==> config.mk <==
export PLATFORM = sky130hd
export DESIGN_NAME = imem_boot_loader_flat
export DESIGN_NICKNAME = d
export VERILOG_FILES = /design/src/rtl/imem_pkg.sv /design/src/rtl/imem_boot_loader_if.sv /design/src/rtl/imem_boot_loader_assembler.sv /design/src/rtl/imem_boot_loader.sv /design/src/flat_wrapper.sv
export SDC_FILE = /design/constraint.sdc
export NUM_CORES = 1
export LEC_CHECK = 0
export ABC_AREA = 1
export CORE_AREA = 2 2 90 75
export CTS_BUF_LIST = sky130_fd_sc_hd__clkbuf_8 sky130_fd_sc_hd__clkbuf_16
export DETAILED_ROUTE_END_ITERATION = 8
export DIE_AREA = 0 0 92 77
export DONT_BUFFER_PORTS = 1
export PLACE_DENSITY = 0.6
export SLEW_MARGIN = 20
export SYNTH_ARGS = -nofsm -noshare
export SYNTH_HDL_FRONTEND = slang
export SYNTH_HIERARCHICAL = 1
export SYNTH_SLANG_ARGS = --single-unit
export TNS_END_PERCENT = 50
==> constraint.sdc <==
create_clock -name clk -period 4.38 [get_ports clk]
set_input_delay 0.876 -clock clk [delete_from_list [all_inputs] [get_ports clk]]
set_output_delay 0.876 -clock clk [all_outputs]
set_load 0.005 [all_outputs]
==> src/rtl/imem_pkg.sv <==
// Shared types and constants for the IMEM boot loader.
// IMEM_LOADER_CHECKSUM_EN adds the CHECK/ERROR states.
package imem_pkg;

  localparam int          IMEM_WORDS = 32;
  localparam int          IMEM_AW    = 5;
  localparam logic [31:0] NOP_INSN   = 32'h0000_0013;

`ifdef IMEM_LOADER_CHECKSUM_EN
  typedef enum logic [2:0] {
    ST_IDLE  = 3'd0,
    ST_LOAD  = 3'd1,
    ST_WRITE = 3'd2,
    ST_CHECK = 3'd3,
    ST_DONE  = 3'd4,
    ST_ERROR = 3'd5
  } loader_state_t;
`else
  typedef enum logic [2:0] {
    ST_IDLE  = 3'd0,
    ST_LOAD  = 3'd1,
    ST_WRITE = 3'd2,
    ST_DONE  = 3'd4
  } loader_state_t;
`endif

  // States in which the loader owns the IMEM address port.
  function automatic logic is_loading(loader_state_t s);
`ifdef IMEM_LOADER_CHECKSUM_EN
    return (s == ST_LOAD) || (s == ST_WRITE) || (s == ST_CHECK);
`else
    return (s == ST_LOAD) || (s == ST_WRITE);
`endif
  endfunction

endpackage

==> src/rtl/imem_boot_loader_if.sv <==
// Byte-stream input and IMEM write/address port of the boot loader.
// master = loader side, slave = byte source / IMEM side.
interface imem_boot_loader_if #(
  parameter int AW = imem_pkg::IMEM_AW
);
  logic          byte_valid;
  logic [7:0]    byte_data;
  logic          byte_ready;
  logic [AW-1:0] imem_addr;
  logic          imem_we;
  logic [31:0]   imem_wdata;

  modport master (
    input  byte_valid, byte_data,
    output byte_ready, imem_addr, imem_we, imem_wdata
  );

  modport slave (
    output byte_valid, byte_data,
    input  byte_ready, imem_addr, imem_we, imem_wdata
  );
endinterface

==> src/rtl/imem_boot_loader_assembler.sv <==
// Little-endian byte-to-word assembler: byte index counter, byte insert
// and a word-complete strobe on acceptance of the 4th byte.
module byte_word_assembler (
  input  logic        clk,
  input  logic        rst,
  input  logic        clr_i,
  input  logic        accept_i,
  input  logic [7:0]  byte_i,
  output logic [31:0] word_o,
  output logic        done_o
);

  logic [1:0]  idx_q;
  logic [31:0] word_q;

  assign done_o = accept_i && (idx_q == 2'd3);
  assign word_o = word_q;

  always_ff @(posedge clk) begin
    if (rst) begin
      idx_q  <= '0;
      word_q <= '0;
    end else if (clr_i) begin
      idx_q  <= '0;
    end else if (accept_i) begin
      // idx wraps 3 -> 0 so the next word starts at byte lane 0
      idx_q              <= idx_q + 2'd1;
      word_q[idx_q*8 +: 8] <= byte_i;
    end
  end

endmodule

==> src/rtl/imem_boot_loader.sv <==
// Boot-time IMEM filler: assembles a byte stream into words, writes IMEM,
// arbitrates the IMEM address with the core PC and holds the core until done.
// Optional checksum byte check under IMEM_LOADER_CHECKSUM_EN.
module imem_boot_loader
  import imem_pkg::*;
#(
  parameter int WORDS = IMEM_WORDS,
  parameter int AW    = IMEM_AW
) (
  input  logic               clk,
  input  logic               rst,
  input  logic               start,
  input  logic [31:0]        pc,
  imem_boot_loader_if.master bus,
  output logic               cpu_hold,
  output logic               load_done,
  output logic [AW:0]        word_count,
  output logic               err
);

  if (AW != $clog2(WORDS)) begin : g_bad_aw
    $error("imem_boot_loader: AW must equal clog2(WORDS)");
  end

  loader_state_t state_q, state_d;
  logic [AW-1:0] widx_q;
  logic [AW:0]   wcnt_q;
  logic          byte_ready_q, imem_we_q, cpu_hold_q, load_done_q;
  logic          accept, asm_accept, word_done, last_word, begin_load;
  logic [31:0]   asm_word;
  logic          unused_pc;

  assign accept     = bus.byte_valid && byte_ready_q;
  assign asm_accept = accept && (state_q == ST_LOAD);
  assign last_word  = (widx_q == AW'(WORDS - 1));
  assign unused_pc  = ^{pc[31:AW+2], pc[1:0]};

`ifdef IMEM_LOADER_CHECKSUM_EN
  logic [7:0] sum_q;
  logic       err_q;
  assign err = err_q;
`else
  assign err = 1'b0;
`endif

  byte_word_assembler u_asm (
    .clk      (clk),
    .rst      (rst),
    .clr_i    (begin_load),
    .accept_i (asm_accept),
    .byte_i   (bus.byte_data),
    .word_o   (asm_word),
    .done_o   (word_done)
  );

  always_comb begin
    state_d    = state_q;
    begin_load = 1'b0;
    case (state_q)
      ST_IDLE, ST_DONE: begin
        if (start) begin
          state_d    = ST_LOAD;
          begin_load = 1'b1;
        end
      end
      ST_LOAD: if (word_done) state_d = ST_WRITE;
      ST_WRITE: begin
        if (!last_word) state_d = ST_LOAD;
`ifdef IMEM_LOADER_CHECKSUM_EN
        else            state_d = ST_CHECK;
`else
        else            state_d = ST_DONE;
`endif
      end
`ifdef IMEM_LOADER_CHECKSUM_EN
      ST_CHECK: if (accept) state_d = (bus.byte_data == sum_q) ? ST_DONE : ST_ERROR;
      ST_ERROR: begin
        if (start) begin
          state_d    = ST_LOAD;
          begin_load = 1'b1;
        end
      end
`endif
      default: state_d = ST_IDLE;
    endcase
  end

  // Outputs are decoded from the next state so they line up with state_q.
  always_ff @(posedge clk) begin
    if (rst) begin
      state_q      <= ST_IDLE;
      byte_ready_q <= 1'b0;
      imem_we_q    <= 1'b0;
      cpu_hold_q   <= 1'b1;
      load_done_q  <= 1'b0;
      widx_q       <= '0;
      wcnt_q       <= '0;
`ifdef IMEM_LOADER_CHECKSUM_EN
      sum_q        <= '0;
      err_q        <= 1'b0;
`endif
    end else begin
      state_q      <= state_d;
`ifdef IMEM_LOADER_CHECKSUM_EN
      byte_ready_q <= (state_d == ST_LOAD) || (state_d == ST_CHECK);
      err_q        <= (state_d == ST_ERROR);
      if (begin_load)      sum_q <= '0;
      else if (asm_accept) sum_q <= sum_q + bus.byte_data;
`else
      byte_ready_q <= (state_d == ST_LOAD);
`endif
      imem_we_q    <= (state_d == ST_WRITE);
      cpu_hold_q   <= (state_d != ST_DONE);
      load_done_q  <= (state_d == ST_DONE);
      if (begin_load) begin
        widx_q <= '0;
        wcnt_q <= '0;
      end else if (state_q == ST_WRITE) begin
        // index parks on the last word; count saturates at WORDS
        if (!last_word)                      widx_q <= widx_q + 1'b1;
        if (wcnt_q != (AW+1)'(WORDS))        wcnt_q <= wcnt_q + 1'b1;
      end
    end
  end

  assign bus.byte_ready = byte_ready_q;
  assign bus.imem_we    = imem_we_q;
  assign bus.imem_wdata = asm_word;
  assign bus.imem_addr  = is_loading(state_q) ? widx_q : pc[AW+1:2];
  assign cpu_hold       = cpu_hold_q;
  assign load_done      = load_done_q;
  assign word_count     = wcnt_q;

endmodule
==> src/flat_wrapper.sv <==
// flat-port wrapper written by rule: the top's interface ports become plain ports
module imem_boot_loader_flat import imem_pkg::*;
#(
  parameter int WORDS = IMEM_WORDS,
  parameter int AW    = IMEM_AW
)
  (clk, rst, start, pc, cpu_hold, load_done, word_count, err, bus_byte_valid, bus_byte_data, bus_byte_ready, bus_imem_addr, bus_imem_we, bus_imem_wdata);
  imem_boot_loader_if #(.AW(AW)) bus_i ();
  input  logic clk;
  input  logic rst;
  input  logic start;
  input  logic [31:0] pc;
  output logic cpu_hold;
  output logic load_done;
  output logic [AW:0] word_count;
  output logic err;
  input wire logic [$bits(bus_i.byte_valid)-1:0] bus_byte_valid;
  input wire logic [$bits(bus_i.byte_data)-1:0] bus_byte_data;
  output wire logic [$bits(bus_i.byte_ready)-1:0] bus_byte_ready;
  output wire logic [$bits(bus_i.imem_addr)-1:0] bus_imem_addr;
  output wire logic [$bits(bus_i.imem_we)-1:0] bus_imem_we;
  output wire logic [$bits(bus_i.imem_wdata)-1:0] bus_imem_wdata;
  assign bus_i.byte_valid = bus_byte_valid;
  assign bus_i.byte_data = bus_byte_data;
  assign bus_byte_ready = bus_i.byte_ready;
  assign bus_imem_addr = bus_i.imem_addr;
  assign bus_imem_we = bus_i.imem_we;
  assign bus_imem_wdata = bus_i.imem_wdata;
  imem_boot_loader #(.WORDS(WORDS), .AW(AW)) u_core (.clk(clk), .rst(rst), .start(start), .pc(pc), .bus(bus_i), .cpu_hold(cpu_hold), .load_done(load_done), .word_count(word_count), .err(err));
endmodule
==> results of run 1 <==
[final timing paths]
path                                               from                      end  slack (ns)  cells past startpoint
worst min register to register  u_core/u_asm/word_o[17]  u_core/u_asm/word_o[17]        0.48                      2
worst max-delay path                  u_core/state_q[2]         bus_imem_addr[0]        2.08                      5
worst max register to register        u_core/state_q[0]  u_core/u_asm/word_o[27]        2.17                      8
worst min-delay path            u_core/u_asm/word_o[17]  u_core/u_asm/word_o[17]        0.48                      2
[power by group]
group	switching (W)	leakage (nW)	internal, W
registers	0.00000203	0.419	0.000475
clock network	0.000156	0.0486	0.000126
logic	0.0000261	0.433	0.0000103
total	0.000184	0.901	0.000612
[registers in the layout, indices dropped and copies added (netlist names)]
| signal | cells |
|---|---|
| u_core/u_asm/word_o | 32 |
| u_core/word_count | 6 |
| u_core/widx_q | 5 |
| u_core/state_q | 3 |
| u_core/u_asm/idx_q | 2 |
| u_core/bus.byte_ready | 1 |
| u_core/bus.imem_we | 1 |
| u_core/cpu_hold | 1 |
| u_core/load_done | 1 |
[cells by family after synthesis]
family,Yosys count,share of synthesized area [%]
AOI/OAI and AO/OA,53,11.5
xor gates and xnor gates,1,0.364
adders and majority gates,9,4.69
buffers and inverters,43,7.81
DFF,52,43.3
other,1,0.156
and+or+nand+nor,160,32.2
[area by class of cell]
type | count | area [um2]
fill | 685 | 3640
multi-input combinational | 224 | 1170
sequential | 52 | 1040
inverter | 34 | 130
tap | 84 | 105
clock buffer | 6 | 82.6
clock inverter | 2 | 11.3
[placed cells by master (no fill, tap or decap), types with 2 or more instances in the layout]
master	Yosys	routed
inv_1	32	33
nand2_1	87	87
a21oi_1	44	44
dfxtp_1	52	52
nand3_4	4	4
nor3_1	4	4
clkbuf_8	0	6
ha_1	9	9
nor3b_1	2	2
nor3_2	3	3
o21ai_0	5	5
nor2_1	32	32
nor2_4	6	6
nand3_1	15	15
[per-stage QoR]
stage	area [um2]	utilization, %	total power, W
2_1_floorplan	2400	-	0.000524
3_3_place_gp	2450	39.7	0.000524
3_5_place_dp	2450	39.7	0.000525
4_1_cts	2540	41.2	0.000808
5_1_grt	2540	41.2	0.000834
6_report	2540	41.2	0.000796
[per-layer routing]
| layer | vias to the layer above | wire [um] | track usage [%] |
|---|---|---|---|
| li1 | 1009 | - | - |
| met1 | 843 | 2470 | 20.5 |
| met2 | 47 | 2070 | 20.5 |
| met3 | 4 | 441 | 5.50 |
| met4 | 0 | 30 | 3.58 |
| met5 | - | 0 | 0 |
[critical path: stages (launching register included)]
cell,delay [ns]
dfxtp_1,0.34
inv_1,0.09
nand3_1,0.19
nand2_1,0.27
nor2_1,0.06
a21oi_1,0.16
==> results.json, run 1 <==
{
  "outcome": "finished, final reports clean",
  "slew_viol_final": 0,
  "ys.flop_type": "dfxtp_1",
  "netlist_top_cells_count": "nand2_1 (87), dfxtp_1 (52), a21oi_1 (44)",
  "htreeDepth": 2,
  "die_y_um": 77,
  "avgSynthCellArea_um2": 7.53,
  "grt_max_degree": 40,
  "fin_nets": 370,
  "grt_pass1_vias": 1758,
  "ys_warn_count": 6,
  "ys_seq_area_share_pct": 43.3,
  "syn_nets": 372,
  "ys_seq_elements": 52,
  "cts_resized": 0,
  "peakVddDrop_mv": 0.140,
  "max_clock_freq_mhz": 436,
  "critPathCaptureType": "primary output",
  "clk_latency_ns": 0.30,
  "syn_area_mm2": 0.00240,
  "synth_area_leaders": "dfxtp_1 (43%), nand2_1 (14%), a21oi_1 (9.2%), inv_1 (5.0%), nor2_1 (5.0%)",
  "ys_types": 32,
  "numCtsBuffers": 5,
  "cts_tree": "yes",
  "finalHoldWorstSlack_ns": 0.483,
  "cts.sinks": 52,
  "clock_skew_ns": 0.00856,
  "postCtsSetupRepairBufs": 0,
  "fin_tns_setup_ns": 0,
  "tightest_slew_ns": 0.921,
  "final_layout_size_suffix_gt1_share_pct": 8.18,
  "clk_pin_slew_ns": 0.09,
  "min_period_over_period_pct": 52.4,
  "dp.cells": 394,
  "drt_wl_total_um": 5010,
  "cts-root-buf": "clkbuf_8",
  "yosysMostFrequentCell": "nand2_1",
  "vias_per_cell": 4.73,
  "grt_pass1_wl_um": 8290,
  "die_area_mm2": 0.00708,
  "coreArea_mm2": 0.00618,
  "pre_cts_ws_ns": 1.88,
  "die_w_um": 92,
  "final_cell_count_no_fill": 402,
  "drc_errors": 0,
  "setup_violations": 0,
  "start_util_pct": 38.9,
  "ctsHoldBuffers": 0,
  "grt_antenna_before_repair": 0,
  "synth-edff-count": 0,
  "area_delta_synth_final_pct": 5.88,
  "hold_path.class": "flop to flop",
  "slew-limit-headroom_pct": 38.4,
  "critPathLaunchType": "flop",
  "clockBufferDepth": 2,
  "dr_total_vias": 1903,
  "total_leakage_power_nw": 0.901,
  "synthArstFlopShare_pct": 0,
  "portBuffers": 0,
  "worstPathMaxFanout": 8,
  "overflow": 0,
  "synth_largest_area_cell": "dfxtp_1",
  "crit_arrival_ns": 1.42,
  "hold_viol": 0,
  "syn_inst": 319,
  "routedWlPerCell_um": 12.5,
  "power_density_mw_per_mm2": 313,
  "critical_path_class": "flop to primary output",
  "ios": 92,
  "num_rows": 26,
  "gp_congestion": 0.755,
  "critPathRequiredTime_ns": 3.50,
  "synth_top_cell_area_share_pct": 43.3,
  "drt_iter0_markers": 84,
  "layout_setup_ws_ns": 2.08,
  "fin_crit_ns": 2.30,
  "cap_violations": 0,
  "antennaDiodeCount": 0,
  "grtUsageTotal_pct": 14.4,
  "rsz0062_at_grt": "no",
  "dpl.hpwl_um": 3790,
  "drt_first_pass_iters": 4,
  "ant_nets": 0
}
No activity file was read; power rests on OpenSTA's default activity.
==> run 2: changes to the inputs <==
==> constraint.sdc (replaced) <==
create_clock -name clk -period 2.4 [get_ports clk]
set_input_delay 0.48 -clock clk [delete_from_list [all_inputs] [get_ports clk]]
set_output_delay 0.48 -clock clk [all_outputs]
set_load 0.005 [all_outputs]
==> results.json, run 2 (synthesis results as in run 1) <==
{
  "grt_pass1_wl_um": 8330,
  "total_leakage_power_nw": 0.897,
  "coreArea_mm2": 0.00618,
  "layout_commonest_cell": "nand2_1",
  "area_delta_synth_final_pct": 5.67,
  "slew_viol_final": 0,
  "power_w": 0.00141,
  "pwr-share-clk_pct": 33.7,
  "path_cells": "inv_1 -> nor2_1 -> nand2_1 -> nand2_1 -> nor2_1 -> a21oi_1",
  "portBuffers": 0,
  "setup_violations": 0,
  "final_layout_size_suffix_gt1_share_pct": 8.49,
  "min_period_over_period_pct": 79.9,
  "dr_total_vias": 1912,
  "num_rows": 26,
  "worstPathMaxFanout": 8,
  "vias_per_cell": 4.76,
  "p_int_w": 0.00108,
  "dpl.hpwl_um": 3770,
  "postCtsSetupRepairBufs": 0,
  "critPathCaptureType": "primary output",
  "numCtsBuffers": 5,
  "layout_common_cells": "nand2_1 (87), dfxtp_1 (52), a21oi_1 (44), inv_1 (32), nor2_1 (32)",
  "drt_wl_total_um": 5010,
  "clk_latency_ns": 0.30,
  "final_cell_count_no_fill": 402,
  "cpPeakStageDelay_ns": 0.34,
  "fin_nets": 371,
  "peakVddDrop_mv": 0.261,
  "r2r-start": "u_core/u_asm/idx_q[0]",
  "drt_first_pass_iters": 4,
  "cts.sinks": 52,
  "cts_tree": "yes",
  "critPathRequiredTime_ns": 1.92,
  "crit_arrival_ns": 1.44,
  "switching_power_w": 0.000328,
  "hold_path.class": "input port to flop",
  "tightest_slew_ns": 0.569,
  "rsz0062_at_grt": "no",
  "grt_antenna_before_repair": 0,
  "die_area_mm2": 0.00708,
  "cap_violations": 0,
  "largest_reg_flops": 32,
  "fin_crit_ns": 1.92,
  "die_y_um": 77,
  "slowest_stage": "dfxtp_1",
  "htreeDepth": 2,
  "overflow": 0,
  "clockBufferDepth": 2,
  "ios": 92,
  "hold_viol": 0,
  "routedWlPerCell_um": 12.5,
  "cts_resized": 0,
  "max_clock_freq_mhz": 521,
  "switching_share_pct": 23.2,
  "ant_nets": 0,
  "critPathLaunchType": "flop",
  "critical_path_class": "flop to primary output",
  "power_density_mw_per_mm2": 556,
  "drt_iter0_markers": 76,
  "slew-limit-headroom_pct": 62.1,
  "die_w_um": 92,
  "clock_skew_ns": 0.00724,
  "antennaDiodeCount": 0,
  "grt_pass1_vias": 1771,
  "crit_start": "u_core/state_q[0]",
  "dp.cells": 395,
  "ctsHoldBuffers": 0,
  "cts-root-buf": "clkbuf_8",
  "pwr-share-comb_pct": 4.7,
  "nFillCells": 650,
  "grt_max_degree": 40,
  "clk_pin_slew_ns": 0.09,
  "fin_tns_setup_ns": 0,
  "outcome": "finished, final reports clean",
  "gp_congestion": 0.752,
  "drc_errors": 0,
  "grtUsageTotal_pct": 14.5,
  "hp-start": "rst",
  "start_util_pct": 38.9,
  "p_seq_share_pct": 61.7
}
-- run 2: cell count changes in the layout (fill, tap and decap cells not counted) --
cell	previous run	this run
clkinv_2	0	1
clkbuf_8	6	5
inv_1	33	32
buf_4	0	1
-- run 2: path summary, 6_finish.rpt --
check / end / slack (ns) / cells after the start
worst max-delay path: bus_imem_addr[0] / 0.48 / 6
worst min-delay path: u_core/state_q[2] / 0.25 / 1
worst max register to register: u_core/u_asm/word_o[6] / 0.58 / 6
worst min register to register: u_core/u_asm/word_o[17] / 0.48 / 2
-- run 2: metrics by stage --
stage,utilization (%),cell area [um2],hold WS (ns),setup WS [ns]
after floorplan,-,2400,0.461,0.918
after global placement,39.8,2460,0.471,0.635
after detailed placement,39.8,2460,0.472,0.611
final,41.1,2540,0.250,0.481
after global routing,41.1,2540,0.227,0.252
after CTS,41.1,2540,0.227,0.465
-- run 2: metal layers --
| layer | routed length, um | part of all wire [%] | global-route usage (%) | vias up |
|---|---|---|---|---|
| met4 | 32 | 0.64 | 4.03 | 0 |
| met3 | 499 | 10 | 6.19 | 5 |
| met1 | 2460 | 49 | 20.2 | 841 |
| met5 | 0 | 0 | 0 | - |
| met2 | 2020 | 40 | 20.4 | 58 |
| li1 | - | - | - | 1008 |
-- run 2: final cells by class --
type,instances,area (um2),share of cell area (%)
sequential,52,1040,41.0
inverter,34,130,5.12
clock buffer,5,68.8,2.71
timing repair buffer,1,7.51,0.296
multi-input combinational,224,1170,46.3
tap,84,105,4.14
clock inverter,2,12.5,0.493
-- run 2: power by group through the flow --
| stage | logic, W | clock network [W] | registers, W |
|---|---|---|---|
| after CTS | 0.0000665 | 0.000500 | 0.000871 |
| after floorplan | 0.0000664 | 0 | 0.000890 |
| after global placement | 0.0000653 | 0 | 0.000891 |
| after global routing | 0.0000756 | 0.000536 | 0.000872 |
| after detailed placement | 0.0000664 | 0 | 0.000891 |
| final | 0.0000662 | 0.000476 | 0.000871 |
-- run 2: critical path, delay by kind of cell (launching register included) --
kind | cells | cell delay (ns)
flops | 1 | 0.34
buf+inv | 1 | 0.07
compound gates | 1 | 0.16
simple gates | 4 | 0.56
==> run 3: changes to the inputs <==
==> constraint.sdc (replaced) <==
create_clock -name clk -period 1.84 [get_ports clk]
set_input_delay 0.368 -clock clk [delete_from_list [all_inputs] [get_ports clk]]
set_output_delay 0.368 -clock clk [all_outputs]
set_load 0.005 [all_outputs]
==> results.json, run 3 (synthesis results as in run 1) <==
{
  "routedWlPerCell_um": 12.4,
  "hold_path.class": "input port to flop",
  "crit_arrival_ns": 1.33,
  "grt_antenna_before_repair": 0,
  "cts.sinks": 52,
  "final_layout_size_suffix_gt1_share_pct": 11.1,
  "gp_congestion": 0.740,
  "cap_violations": 0,
  "grtUsageTotal_pct": 14.5,
  "overflow": 0,
  "worstPathMaxFanout": 8,
  "largest_reg_flops": 32,
  "p_int_w": 0.00157,
  "nFillCells": 677,
  "fin_crit_ns": 1.70,
  "min_period_over_period_pct": 92.5,
  "die_y_um": 77,
  "layout_common_cells": "nand2_1 (86), dfxtp_1 (52), a21oi_1 (42), inv_1 (32), nor2_1 (32)",
  "htreeDepth": 2,
  "ctsHoldBuffers": 0,
  "pwr-share-comb_pct": 4.8,
  "start_util_pct": 38.9,
  "critPathLaunchType": "flop",
  "dr_total_vias": 1958,
  "coreArea_mm2": 0.00618,
  "numCtsBuffers": 5,
  "drc_errors": 0,
  "postCtsSetupRepairBufs": 0,
  "drt_first_pass_iters": 4,
  "grt_pass1_wl_um": 8300,
  "grt_max_degree": 40,
  "critical_path_class": "flop to primary output",
  "p_seq_share_pct": 56.5,
  "slew_viol_final": 0,
  "drt_iter0_markers": 91,
  "peakVddDrop_mv": 0.329,
  "max_clock_freq_mhz": 587,
  "ant_nets": 0,
  "setup_violations": 0,
  "portBuffers": 0,
  "pwr-share-clk_pct": 38.7,
  "cts-root-buf": "clkbuf_8",
  "antennaDiodeCount": 0,
  "clk_pin_slew_ns": 0.09,
  "fin_tns_setup_ns": 0,
  "total_leakage_power_nw": 0.929,
  "clock_skew_ns": 0.00821,
  "drt_wl_total_um": 5060,
  "vias_per_cell": 4.81,
  "pre_cts_ws_ns": 0.160,
  "critPathRequiredTime_ns": 1.47,
  "clk_latency_ns": 0.31,
  "power_density_mw_per_mm2": 768,
  "layout_setup_ws_ns": 0.138,
  "clockBufferDepth": 2,
  "grt_pass1_vias": 1744,
  "cts_tree": "yes",
  "switching_power_w": 0.000445,
  "switching_share_pct": 22.1,
  "outcome": "finished, final reports clean",
  "dpl.hpwl_um": 3760,
  "layout_commonest_cell": "nand2_1",
  "critPathCaptureType": "primary output",
  "area_delta_synth_final_pct": 8.90,
  "hold_viol": 0,
  "die_w_um": 92,
  "ios": 92,
  "rsz0062_at_grt": "no",
  "die_area_mm2": 0.00708,
  "num_rows": 26,
  "fin_nets": 375
}
==> run 3: layout make-up <==
type                            count  area [um2]  area share, %
Timing Repair Buffer                5        37.5           1.43
Clock buffer                        5        68.8           2.63
Clock inverter                      3        42.5           1.63
Tap cell                           84         105           4.02
Multi-Input combinational cell    224        1190           45.6
Inverter                           34         130           4.97
Sequential cell                    52        1040           39.8
==> run 3: through the flow <==
step | utilization, % | hold WS [ns] | power (W) | area [um2] | instances
floorplan | - | 0.440 | 0.00125 | 2400 | 319
global placement | 40.3 | 0.445 | 0.00125 | 2490 | 399
detailed placement | 40.3 | 0.446 | 0.00125 | 2490 | 399
CTS | 42.1 | 0.107 | 0.00204 | 2600 | 407
global route | 42.3 | 0.117 | 0.00208 | 2620 | 407
finish | 42.3 | 0.131 | 0.00201 | 2620 | 407
==> run 3: worst paths after layout <==
check	from	to	slack, ns	depth (start not counted)
min	rst	u_core/state_q[2]	0.13	1
max reg2reg	u_core/u_asm/idx_q[0]	u_core/u_asm/word_o[27]	0.25	7
max	u_core/state_q[0]	bus_imem_addr[2]	0.14	7
min reg2reg	u_core/u_asm/word_o[17]	u_core/u_asm/word_o[17]	0.48	2
==> run 3: repair_timing <==
action	in CTS	in global routing
endpoints found under the hold margin	0	0
gates resized for setup	0	5
endpoints found under the setup margin	0	8
==> run 3: metal layers <==
layer,wire length (um),global-route usage (%),up-vias
met5,0,0,-
met4,45,4.03,0
met3,446,5.60,8
met2,2090,20.3,48
met1,2480,20.8,883
li1,-,-,1019
==> run 3: power by group through the flow <==
stage / sequential (W) / combinational [W] / clock [W]
floorplan: 0.00116 / 0.0000866 / 0
global placement: 0.00116 / 0.0000897 / 0
detailed placement: 0.00116 / 0.0000918 / 0
CTS: 0.00114 / 0.0000920 / 0.000812
global route: 0.00114 / 0.000110 / 0.000838
finish: 0.00114 / 0.0000961 / 0.000778
==> run 3: worst max-delay path: stages (launching register included) <==
cell and delay [ns]:
dfxtp_1 0.34, inv_1 0.07, nor2_1 0.08, nand2_1 0.08, buf_4 0.17, nand2_4 0.10
nor2_1 0.05, a21oi_1 0.15
